File: config.mk
export PLATFORM = sky130hd
export DESIGN_NAME = mem_req_arbiter_flat
export DESIGN_NICKNAME = d
export VERILOG_FILES = /design/src/rtl/mem_req_arbiter_if.sv /design/src/rtl/mem_req_arbiter.sv /design/src/flat_wrapper.sv
export SDC_FILE = /design/constraint.sdc
export NUM_CORES = 1
export LEC_CHECK = 0
export ABC_CLOCK_PERIOD_IN_PS = 2100
export CAP_MARGIN = 15
export CORE_AREA = 2 2 72 88
export CTS_CLUSTER_SIZE = 16
export DETAILED_ROUTE_END_ITERATION = 12
export DIE_AREA = 0 0 74 90
export HOLD_SLACK_MARGIN = 0.06
export PLACE_DENSITY = 0.88
export SETUP_SLACK_MARGIN = 0.4
export SYNTH_ARGS = -nofsm -noshare
export SYNTH_HDL_FRONTEND = slang
export SYNTH_SLANG_ARGS = --single-unit
File: constraint.sdc
create_clock -name clk -period 2.1 [get_ports clk]
set_input_delay 0.315 -clock clk [delete_from_list [all_inputs] [get_ports clk]]
set_output_delay 0.315 -clock clk [all_outputs]
set_load 0.02 [all_outputs]
File: src/rtl/mem_req_arbiter_if.sv
// mem_req_arbiter_if: requester-side and memory_controller-side signals of mem_req_arbiter.
// master = requesters plus memory_controller response, slave = the arbiter.
interface mem_req_arbiter_if #(
    parameter int NUM_REQ    = 4,
    parameter int BRAM_BANKS = 19,
    parameter int BANK_W     = 5,
    parameter int ADDR_W     = 10,
    parameter int DATA_W     = 8
);
    logic [NUM_REQ-1:0]        req_valid;
    logic [NUM_REQ-1:0]        req_ready;
    logic [NUM_REQ-1:0]        req_we;
    logic [NUM_REQ*BANK_W-1:0] req_bank;
    logic [NUM_REQ*ADDR_W-1:0] req_addr;
    logic [NUM_REQ*DATA_W-1:0] req_wdata;
    logic [NUM_REQ-1:0]        rsp_valid;
    logic [DATA_W-1:0]         rsp_data;
    logic                      mc_we;
    logic                      mc_re;
    logic [BANK_W-1:0]         mc_bank;
    logic [ADDR_W-1:0]         mc_addr;
    logic [DATA_W-1:0]         mc_wdata;
    logic [DATA_W-1:0]         mc_rdata;
    logic                      mc_rvalid;
    logic [BRAM_BANKS-1:0]     bank_power_en;
    logic                      err_rsp;

    modport master (
        output req_valid, req_we, req_bank, req_addr, req_wdata, mc_rdata, mc_rvalid,
        input  req_ready, rsp_valid, rsp_data, mc_we, mc_re, mc_bank, mc_addr, mc_wdata,
               bank_power_en, err_rsp
    );
    modport slave (
        input  req_valid, req_we, req_bank, req_addr, req_wdata, mc_rdata, mc_rvalid,
        output req_ready, rsp_valid, rsp_data, mc_we, mc_re, mc_bank, mc_addr, mc_wdata,
               bank_power_en, err_rsp
    );
endinterface

File: src/rtl/mem_req_arbiter.sv
// mem_req_arbiter: round-robin sharing of the memory_controller port with read-data routing.
// Define AUTO_POWERDOWN_EN for idle-bank power-down with a 1-cycle wake penalty.
module mem_req_arbiter #(
    parameter int NUM_REQ      = 4,
    parameter int BRAM_BANKS   = 19,
    parameter int BANK_W       = 5,
    parameter int ADDR_W       = 10,
    parameter int DATA_W       = 8,
    parameter int RD_LATENCY   = 2,
    parameter int IDLE_TIMEOUT = 256
) (
    input logic              clk,
    input logic              rst_n,
    mem_req_arbiter_if.slave bus
);
    localparam int ID_W = $clog2(NUM_REQ);
    localparam int PW   = RD_LATENCY * ID_W;

    if (IDLE_TIMEOUT < RD_LATENCY + 1) begin : g_bad_timeout
        $error("IDLE_TIMEOUT must be at least RD_LATENCY+1");
    end

    logic [BRAM_BANKS-1:0]           pwr;
    logic [2**BANK_W-1:0]            pwr_all;
    logic [NUM_REQ-1:0]              elig;
    logic [ID_W-1:0]                 cand [NUM_REQ];
    logic                            gnt_vld;
    logic [ID_W-1:0]                 gnt_id;
    logic [BANK_W-1:0]               gnt_bank;
    logic [ID_W-1:0]                 rr_q, rr_d;
    logic [RD_LATENCY-1:0]           pv_q, pv_d;
    logic [RD_LATENCY-1:0][ID_W-1:0] pid_q, pid_d;
    logic                            hit;
    logic                            err_q, err_d;

    // Banks beyond BRAM_BANKS read as powered so out-of-range requests pass through.
    always_comb begin
        pwr_all = '1;
        pwr_all[BRAM_BANKS-1:0] = pwr;
        for (int i = 0; i < NUM_REQ; i++)
            elig[i] = bus.req_valid[i] & pwr_all[bus.req_bank[i*BANK_W +: BANK_W]];
    end

    // Scanning from the far end lets the closest eligible requester to rr_q win last.
    always_comb begin
        gnt_vld = 1'b0;
        gnt_id  = '0;
        for (int k = 0; k < NUM_REQ; k++)
            cand[k] = ID_W'((int'(rr_q) + k) % NUM_REQ);
        for (int k = NUM_REQ - 1; k >= 0; k--) begin
            if (elig[cand[k]] && rst_n) begin
                gnt_vld = 1'b1;
                gnt_id  = cand[k];
            end
        end
        gnt_bank      = bus.req_bank[int'(gnt_id)*BANK_W +: BANK_W];
        rr_d          = gnt_vld ? ((gnt_id == ID_W'(NUM_REQ - 1)) ? '0 : gnt_id + 1'b1) : rr_q;
        bus.req_ready = NUM_REQ'(gnt_vld) << gnt_id;
        bus.mc_we     = gnt_vld & bus.req_we[gnt_id];
        bus.mc_re     = gnt_vld & ~bus.req_we[gnt_id];
        bus.mc_bank   = gnt_vld ? gnt_bank : '0;
        bus.mc_addr   = gnt_vld ? bus.req_addr[int'(gnt_id)*ADDR_W +: ADDR_W] : '0;
        bus.mc_wdata  = gnt_vld ? bus.req_wdata[int'(gnt_id)*DATA_W +: DATA_W] : '0;
    end

    always_comb begin
        pv_d          = RD_LATENCY'({pv_q, bus.mc_re});
        pid_d         = PW'({pid_q, gnt_id});
        hit           = pv_q[RD_LATENCY-1] & bus.mc_rvalid;
        bus.rsp_valid = NUM_REQ'(hit) << pid_q[RD_LATENCY-1];
        bus.rsp_data  = hit ? bus.mc_rdata : '0;
        err_d         = err_q | (pv_q[RD_LATENCY-1] ^ bus.mc_rvalid);
        bus.err_rsp   = err_q;
    end

    always_ff @(posedge clk or negedge rst_n) begin
        if (!rst_n) begin
            rr_q  <= '0;
            pv_q  <= '0;
            pid_q <= '0;
            err_q <= 1'b0;
        end else begin
            rr_q  <= rr_d;
            pv_q  <= pv_d;
            pid_q <= pid_d;
            err_q <= err_d;
        end
    end

`ifdef AUTO_POWERDOWN_EN
    localparam int CNT_W = $clog2(IDLE_TIMEOUT + 1);

    logic [BRAM_BANKS-1:0]             pwr_q, pwr_d, wake, acc;
    logic [BRAM_BANKS-1:0][CNT_W-1:0]  cnt_q, cnt_d;

    // An access in the expiry cycle reloads the counter, so the bank stays on.
    always_comb begin
        for (int b = 0; b < BRAM_BANKS; b++) begin
            wake[b] = 1'b0;
            for (int i = 0; i < NUM_REQ; i++)
                wake[b] |= bus.req_valid[i] && (int'(bus.req_bank[i*BANK_W +: BANK_W]) == b);
            acc[b]   = gnt_vld && (int'(gnt_bank) == b);
            pwr_d[b] = pwr_q[b];
            cnt_d[b] = cnt_q[b];
            if (!pwr_q[b]) begin
                if (wake[b]) begin
                    pwr_d[b] = 1'b1;
                    cnt_d[b] = CNT_W'(IDLE_TIMEOUT);
                end
            end else if (acc[b])
                cnt_d[b] = CNT_W'(IDLE_TIMEOUT);
            else if (cnt_q[b] == '0)
                pwr_d[b] = 1'b0;
            else
                cnt_d[b] = cnt_q[b] - 1'b1;
        end
    end

    always_ff @(posedge clk or negedge rst_n) begin
        if (!rst_n) begin
            pwr_q <= '0;
            cnt_q <= '0;
        end else begin
            pwr_q <= pwr_d;
            cnt_q <= cnt_d;
        end
    end

    assign pwr = pwr_q;
`else
    assign pwr = '1;
`endif

    assign bus.bank_power_en = pwr;
endmodule

File: src/flat_wrapper.sv
// flat-port wrapper written by rule: the top's interface ports become plain ports
module mem_req_arbiter_flat 
#(
    parameter int NUM_REQ      = 4,
    parameter int BRAM_BANKS   = 19,
    parameter int BANK_W       = 5,
    parameter int ADDR_W       = 10,
    parameter int DATA_W       = 8,
    parameter int RD_LATENCY   = 2,
    parameter int IDLE_TIMEOUT = 256
)
  (clk, rst_n, bus_req_valid, bus_req_we, bus_req_bank, bus_req_addr, bus_req_wdata, bus_mc_rdata, bus_mc_rvalid, bus_req_ready, bus_rsp_valid, bus_rsp_data, bus_mc_we, bus_mc_re, bus_mc_bank, bus_mc_addr, bus_mc_wdata, bus_bank_power_en, bus_err_rsp);
  mem_req_arbiter_if #(.NUM_REQ(NUM_REQ), .BRAM_BANKS(BRAM_BANKS), .BANK_W(BANK_W), .ADDR_W(ADDR_W), .DATA_W(DATA_W)) bus_i ();
  input logic clk;
  input logic rst_n;
  input wire logic [$bits(bus_i.req_valid)-1:0] bus_req_valid;
  input wire logic [$bits(bus_i.req_we)-1:0] bus_req_we;
  input wire logic [$bits(bus_i.req_bank)-1:0] bus_req_bank;
  input wire logic [$bits(bus_i.req_addr)-1:0] bus_req_addr;
  input wire logic [$bits(bus_i.req_wdata)-1:0] bus_req_wdata;
  input wire logic [$bits(bus_i.mc_rdata)-1:0] bus_mc_rdata;
  input wire logic [$bits(bus_i.mc_rvalid)-1:0] bus_mc_rvalid;
  output wire logic [$bits(bus_i.req_ready)-1:0] bus_req_ready;
  output wire logic [$bits(bus_i.rsp_valid)-1:0] bus_rsp_valid;
  output wire logic [$bits(bus_i.rsp_data)-1:0] bus_rsp_data;
  output wire logic [$bits(bus_i.mc_we)-1:0] bus_mc_we;
  output wire logic [$bits(bus_i.mc_re)-1:0] bus_mc_re;
  output wire logic [$bits(bus_i.mc_bank)-1:0] bus_mc_bank;
  output wire logic [$bits(bus_i.mc_addr)-1:0] bus_mc_addr;
  output wire logic [$bits(bus_i.mc_wdata)-1:0] bus_mc_wdata;
  output wire logic [$bits(bus_i.bank_power_en)-1:0] bus_bank_power_en;
  output wire logic [$bits(bus_i.err_rsp)-1:0] bus_err_rsp;
  assign bus_i.req_valid = bus_req_valid;
  assign bus_i.req_we = bus_req_we;
  assign bus_i.req_bank = bus_req_bank;
  assign bus_i.req_addr = bus_req_addr;
  assign bus_i.req_wdata = bus_req_wdata;
  assign bus_i.mc_rdata = bus_mc_rdata;
  assign bus_i.mc_rvalid = bus_mc_rvalid;
  assign bus_req_ready = bus_i.req_ready;
  assign bus_rsp_valid = bus_i.rsp_valid;
  assign bus_rsp_data = bus_i.rsp_data;
  assign bus_mc_we = bus_i.mc_we;
  assign bus_mc_re = bus_i.mc_re;
  assign bus_mc_bank = bus_i.mc_bank;
  assign bus_mc_addr = bus_i.mc_addr;
  assign bus_mc_wdata = bus_i.mc_wdata;
  assign bus_bank_power_en = bus_i.bank_power_en;
  assign bus_err_rsp = bus_i.err_rsp;
  mem_req_arbiter #(.NUM_REQ(NUM_REQ), .BRAM_BANKS(BRAM_BANKS), .BANK_W(BANK_W), .ADDR_W(ADDR_W), .DATA_W(DATA_W), .RD_LATENCY(RD_LATENCY), .IDLE_TIMEOUT(IDLE_TIMEOUT)) u_core (.clk(clk), .rst_n(rst_n), .bus(bus_i));
endmodule
==> summary.txt <==
Status
  – Status: complete, but fails checks
  – Failing checks: negative setup slack

Drt
  – DR iter-0 viols: 50
  – Total routed wirelength: 7550 um
  – Routed len/inst: 16.0 um
  – Vias/cell: 4.72
  – Residual DRC: 0
  – Routed Antenna Nets: 0
  – Via Count: 2,227
  – First-pass DRT Iterations: 7

Worst hold path
  – Hold path depth: 0
  – Hold Crit Class: flop to flop
  – Hold Crit Start: u_core.pid_d[2]

Setup path
  – Largest stage delay on the critical path: 0.46 ns
  – WS Path Type: flop to output port
  – Worst setup path startpoint: u_core.rr_q[1]
  – WP data required: 1.78 ns
  – Crit-path most repeated cell: buf_6
  – CP max-delay cell: dfrtp_2
  – CP max FO: 6
  – Critical Path Source Type: flop
  – R2r setup slk: 0.23 ns
  – Worst setup EP type: output port
  – WP data arrival: 2.15 ns
  – R2R Path Start: u_core.rr_q[1]
  – Worst Reg2Reg Path Length in Cells: 7
  – Ordered cell list for the critical path: mux2_4, o211a_1, a21oi_4, buf_6, buf_12, mux2i_4, a22o_4, buf_6

Synth
  – Post-synthesis compound-gate area fraction: 7.21%
  – Post-Syn Instances: 205
  – Post-Synth Adder-Cell Area: 0.707%
  – Largest family of logic cells by synthesized area: multiplexers
  – #FFs+latches synth: 9
  – Area of the mapped netlist: 1770 sq um
  – Average cell area after synthesis: 8.64 sq um
  – Sequential area share after synthesis: 12.7%
  – Most numerous cell in the Yosys netlist: mux2i_1
  – Mux cell area share after synthesis: 42.0%
  – Yosys cell types: 30
  – Largest cells by area after synthesis: mux2i_1, and2_1, dfrtp_1, buf_4, nor2_1
  – Ys flop type: dfrtp_1
  – Post-synth top area share: 40.7%
  – Post-Synth Simple-Gate Area: 23.2%
  – Post-synth ARST share: 100%
  – Number of warnings issued by yosys: 0
  – Post-synth top cells: mux2i_1, and2_1, buf_4
  – Post-synth EDFFs: 0
  – Largest area contributor in the netlist: mux2i_1
  – Post-synthesis xor/xnor area fraction: 0%

Pwr
  – Leak: 1.87 nW
  – Cell Pwr Density: 607 nW/um^2
  – Max VDD drop: 293 uV
  – Overall power: 2.77 mW

STA
  – Max-slew violation count: 0
  – Final Cycle Share: 117%
  – Setup tns final: -7.43 ns
  – Endpoints failing setup: 29
  – RSZ-0062 raised after global routing: yes
  – Final Critical Period: 2.46 ns
  – Final Hold Viols: 0
  – Clock skew: 0.00472 ns
  – Final worst setup slack: -0.363 ns
  – Peak Freq: 406 MHz

Finish
  – Layout area overhead: 158%
  – N_diodes: 0
  – Fill cells: 357
  – Share of post-route cells with drive strength above 1: 40.0%
  – Final cell count without fillers: 472
  – Design area: 4570 sq um
  – Final nets: 503

Placement
  – Port Buffer Count: 152
  – Placed instance count: 447
  – GPL Wtd Cong: 0.790
  – Post-DP Area: 3730 sq um
  – Worst slack at placement: -1.03 ns
  – HPWL after DPL: 5150 um

Global routing
  – Vias in the first global route: 2,430
  – Maximum number of pins on one net before global-route repair: 47
  – Global route overflow: 0
  – GR Util All Layers: 22.7%
  – Initial antenna violation count: 0
  – First-pass GRT wire length: 11,700 um

Floorplanning
  – Ports: 172
  – Starting Density: 30.2%
  – Core Region: 5860 sq um
  – Die area: 6660 sq um
  – Die Width: 74 um
  – Num rows: 31
  – Die H: 90 um

Clocking
  – Clock Sinks: 9
  – Number of hold buffers added after CTS: 0
  – Root Driver: clkbuf_8
  – CTS tree: yes
  – Number of H-tree levels: 1
  – Number of buffers created by CTS: 3
  – Skew-Pair Late Insertion Delay: 0.23 ns
  – Clock Path Buffers: 2
  – Reg clk slew, reported paths: 0.05 ns

Run
  – Max Cap Violations: 0
## layer usage
layer  global-route usage (%)  vias up  part of all wire [%]
met5                        0        -                     0
met4                     5.76        0                   1.7
met3                     4.93       18                   7.5
met2                     44.3      125                    59
met1                     23.0     1036                    32
li1                         -     1048                     -
## layout make-up
class	instances	area, sq um	share of cell area [%]
Multi-Input combinational cell	178	2130	46.7
Timing Repair Buffer	196	2050	44.9
Sequential cell	9	226	4.96
Tap cell	82	103	2.25
Clock buffer	4	45.0	0.987
Inverter	3	11.3	0.247
## worst max-delay path: cells and delay by family (launching register included)
family,cells,cell delay [ns]
buf+inv,3,0.37
mux,2,0.57
flops,1,0.46
compound gates,3,0.51
## cells by family (layout without fill, tap and decap cells)
kind of cell | after synthesis | after routing
DFF | 9 | 9
AOI/OAI and AO/OA | 14 | 14
muxes | 74 | 74
adders and majority gates | 1 | 1
other | 1 | 19
and+or+nand+nor | 70 | 70
buffers and inverters | 36 | 203
## sequential cells by signal, indices dropped and copies added (netlist names)
signal	count
u_core.bus.err_rsp	1
u_core.pv_q	2
u_core.rr_q	2
u_core.pid_d	2
u_core.pid_q	2
## metrics by stage
step | util, % | hold WS, ns
after floorplan | - | 0.0194
after global placement | 63.7 | 0.332
after detailed placement | 63.7 | 0.339
after CTS | 76.9 | 0.349
after global routing | 78.0 | 0.363
final | 78.0 | 0.348
## power by group
part           switching (mW)  internal [mW]  total [mW]
clock                  0.0681          0.132       0.200
sequential             0.0374          0.213       0.251
combinational           0.977           1.34        2.32
total                    1.08           1.69        2.77
## placed cells by master (no fill, tap or decap), types with 2 or more instances in the layout
cell	n
clkbuf_2	4
mux2i_2	4
nor2_1	6
buf_2	2
conb_1	19
buf_4	31
clkdlybuf4s50_1	106
clkdlybuf4s15_1	4
mux2i_1	15
buf_12	6
buf_6	28
dlygate4sd2_1	8
mux2i_4	53
dfrtp_1	8
nand2_1	3
and2_1	54
a21oi_2	2
a21oi_1	2
clkbuf_8	3
buf_16	6
inv_2	2
## worst paths after layout
path,end
setup / recovery,bus_mc_re
hold / removal,u_core.pid_q[2]
setup reg to reg,u_core.pv_q[0]
hold reg to reg,u_core.pid_q[2]
max in group asynchronous,u_core.rr_q[1]
min in group asynchronous,u_core.rr_q[0]
## repair_timing
| action | 4_1_cts | 5_1_grt |
|---|---|---|
| pin swaps | 4 | 4 |
| gates cloned | 5 | 0 |
| endpoints found under the setup margin | 46 | 40 |
| gates resized for setup | 275 | 24 |
| setup buffers | 14 | 2 |
Note: power is estimated with default switching activity, not from simulation.
==> RTL change, RTL diff (config.mk and constraints unchanged) <==
`RD_LATENCY` is set to 2 in 2 places; all go to 4.
--- a/src/rtl/mem_req_arbiter.sv
+++ b/src/rtl/mem_req_arbiter.sv
@@ -6,7 +6,7 @@
     parameter int BANK_W       = 5,
     parameter int ADDR_W       = 10,
     parameter int DATA_W       = 8,
-    parameter int RD_LATENCY   = 2,
+    parameter int RD_LATENCY   = 4,
     parameter int IDLE_TIMEOUT = 256
 ) (
     input logic              clk,
--- a/src/flat_wrapper.sv
+++ b/src/flat_wrapper.sv
@@ -6,7 +6,7 @@
     parameter int BANK_W       = 5,
     parameter int ADDR_W       = 10,
     parameter int DATA_W       = 8,
-    parameter int RD_LATENCY   = 2,
+    parameter int RD_LATENCY   = 4,
     parameter int IDLE_TIMEOUT = 256
 )
   (clk, rst_n, bus_req_valid, bus_req_we, bus_req_bank, bus_req_addr, bus_req_wdata, bus_mc_rdata, bus_mc_rvalid, bus_req_ready, bus_rsp_valid, bus_rsp_data, bus_mc_we, bus_mc_re, bus_mc_bank, bus_mc_addr, bus_mc_wdata, bus_bank_power_en, bus_err_rsp);
Behaviour: not the same (a bounded check fails within 4 cycles, from zero or initial values and one cycle with rst_n low).
==> RTL change against the unedited design <==
  * The flow still finishes with violations (negative setup slack)
  * Final area up 4.7%
  * Sequential cell count up 6
  * Synthesized cell count up 2.9%
  * Worst setup slack better by 17 ps
  * Sequential share of layout area up 2.9 points
  * Count of clock-buffer cells in the layout down 1
  * Sequential power up 58%
  * Register-to-register slack worse by 130 ps
  * Wire length up 7.4%
  * First-iteration DRC count up 96%
  * Clock skew about the same
  * Synthesized area up 8.5%
  * Total power up 9.6%
  * Clock power up 17%
  * Largest cell class is now buffers
  * Largest power group unchanged
==> RTL change: results (changes against the unedited design) <==
stage,metric,value,unit,change
global_routing,grt_first_pass_wirelength,11990,um,+2.1%
global_routing,grt_pass1_vias,2451,,+0.86%
routing,first_pass_iters,4,,-3
finish,layout-drive-gt1-share,0.4328,,+0.03276
timing,finalClockSkew,4.479,ps,-0.2368 ps
power_and_ir_drop,leakagePower,2.020,nW,+7.8%
place,gp_congestion,0.8180,,+3.6%
logic_synthesis,synthFlopType,dfrtp_1,,
setup_path,r2r_slack,100,ps,-130 ps
global_routing,grt_use_total,0.2327,,+0.005949
place,hpwl,5307,um,+3.1%
timing,totalNegativeSetupSlack,-8379,ps,-953.5 ps
timing,holdWs,351.5,ps,+3.817 ps
finish,largest_reg_flops,6,,
status,run_status,finished with violations,,
timing,setup_viol,29,,unchanged
place,dpl_cell_area,3961,um2,+6.2%
clocking,cts_inserted_buffers,3,,unchanged
finish,final_nets,522,,+3.8%
global_routing,grt_antenna_before_repair,1,,+1
finish,nFillCells,316,,-11%
clocking,cts_max_path_buffers,2,,unchanged
routing,drt-vias-per-instance,4.665,,-1.1%
power_and_ir_drop,vdd_ir_drop_max,0.4081,mV,+39%
setup_path,cp.arrival,2130,ps,-20 ps
place,io_buffers,152,,unchanged
logic_synthesis,yosysSeqAreaShare,0.1954,,+0.06823
logic_synthesis,synthTopCellsByCount,"mux2i_1, and2_1, buf_4, dfrtp_1, nor2_1",,
logic_synthesis,ys_top_cells_by_area,"mux2i_1, dfrtp_1, and2_1",,
setup_path,cp_max_fo,7,,+1
timing,setup_ws,-345.6,ps,+17.03 ps
clocking,insertion_delay,240,ps,
routing,routedWlPerCell,16.49,um,+3.1%
routing,drt_iter0_drc,98,,+96%
status,violations,negative setup slack,,
clocking,cts_root_buf,clkbuf_8,,
logic_synthesis,syn-instance-count,211,,+2.9%
## RTL change: metal layers
metal,track usage,wire (um),up-vias,part of all wire
met5,0,0,-,0
met3,0.05717,706,16,0.087
met1,0.2463,2666,1064,0.33
met2,0.4390,4580,126,0.56
li1,-,-,1089,-
met4,0.06212,159,0,0.020
## RTL change: timing repair
item / 4_1_cts / 5_1_grt
setup endpoints to repair: 45 / 40
pin swaps: 8 / 3
cloned: 2 / 1
buffers inserted: 17 / 10
gates resized for setup: 282 / 29
## RTL change: critical path: stages, from the launching register on
cell and delay, ps:
dfrtp_2 440, a21oi_2 70, o21a_1 200, o221ai_4 200, buf_6 180, bufbuf_16 280
mux2i_2 270, mux2i_4 100, buf_6 140
## RTL change: layout make-up
| cell class | count | area [um2] | share of cell area |
|---|---|---|---|
| Antenna cell | 1 | 2.502 | 0.0005234 |
| Clock buffer | 3 | 41.29 | 0.008636 |
| Clock inverter | 1 | 7.507 | 0.001570 |
| Inverter | 3 | 16.27 | 0.003402 |
| Multi-Input combinational cell | 178 | 2054 | 0.4297 |
| Sequential cell | 15 | 376.6 | 0.07878 |
| Tap cell | 82 | 102.6 | 0.02146 |
| Timing Repair Buffer | 209 | 2180 | 0.4559 |
## RTL change: cell families (layout without fill, tap and decap cells)
group           count (synthesis)  count (layout)  synth area share
flops                          15              15            0.1954
simple gates                   70              70            0.2137
mux                            74              74            0.3870
other cells                     1              20          0.001953
compound gates                 14              14           0.06645
fa+ha+maj                       1               1          0.006514
buf+inv                        36             216            0.1290
## RTL change: path summary, 6_finish.rpt
| kind | start | cells after the start | to |
|---|---|---|---|
| max | u_core.rr_q[1] | 8 | bus_mc_wdata[5] |
| min | u_core.pid_d[7] | 0 | u_core.pid_q[7] |
| max reg2reg | u_core.rr_q[1] | 8 | u_core.pv_q[0] |
| min reg2reg | u_core.pid_d[7] | 0 | u_core.pid_q[7] |
| max in group asynchronous | rst_n | 3 | u_core.rr_q[1] |
| min in group asynchronous | rst_n | 3 | u_core.pid_d[2] |
## RTL change: through the flow
step / setup WS [ps] / instances
floorplan: 108.1 / 229
global placement: -922.9 / 457
detailed placement: -972.6 / 457
CTS: -343.2 / 480
global route: -445.7 / 492
finish: -345.6 / 492
## RTL change: where the power goes
part,switching [W],internal [W]
clock network,0.000101,0.000133
logic,0.00100,0.00140
registers,0.0000431,0.000353
total,0.00115,0.00189
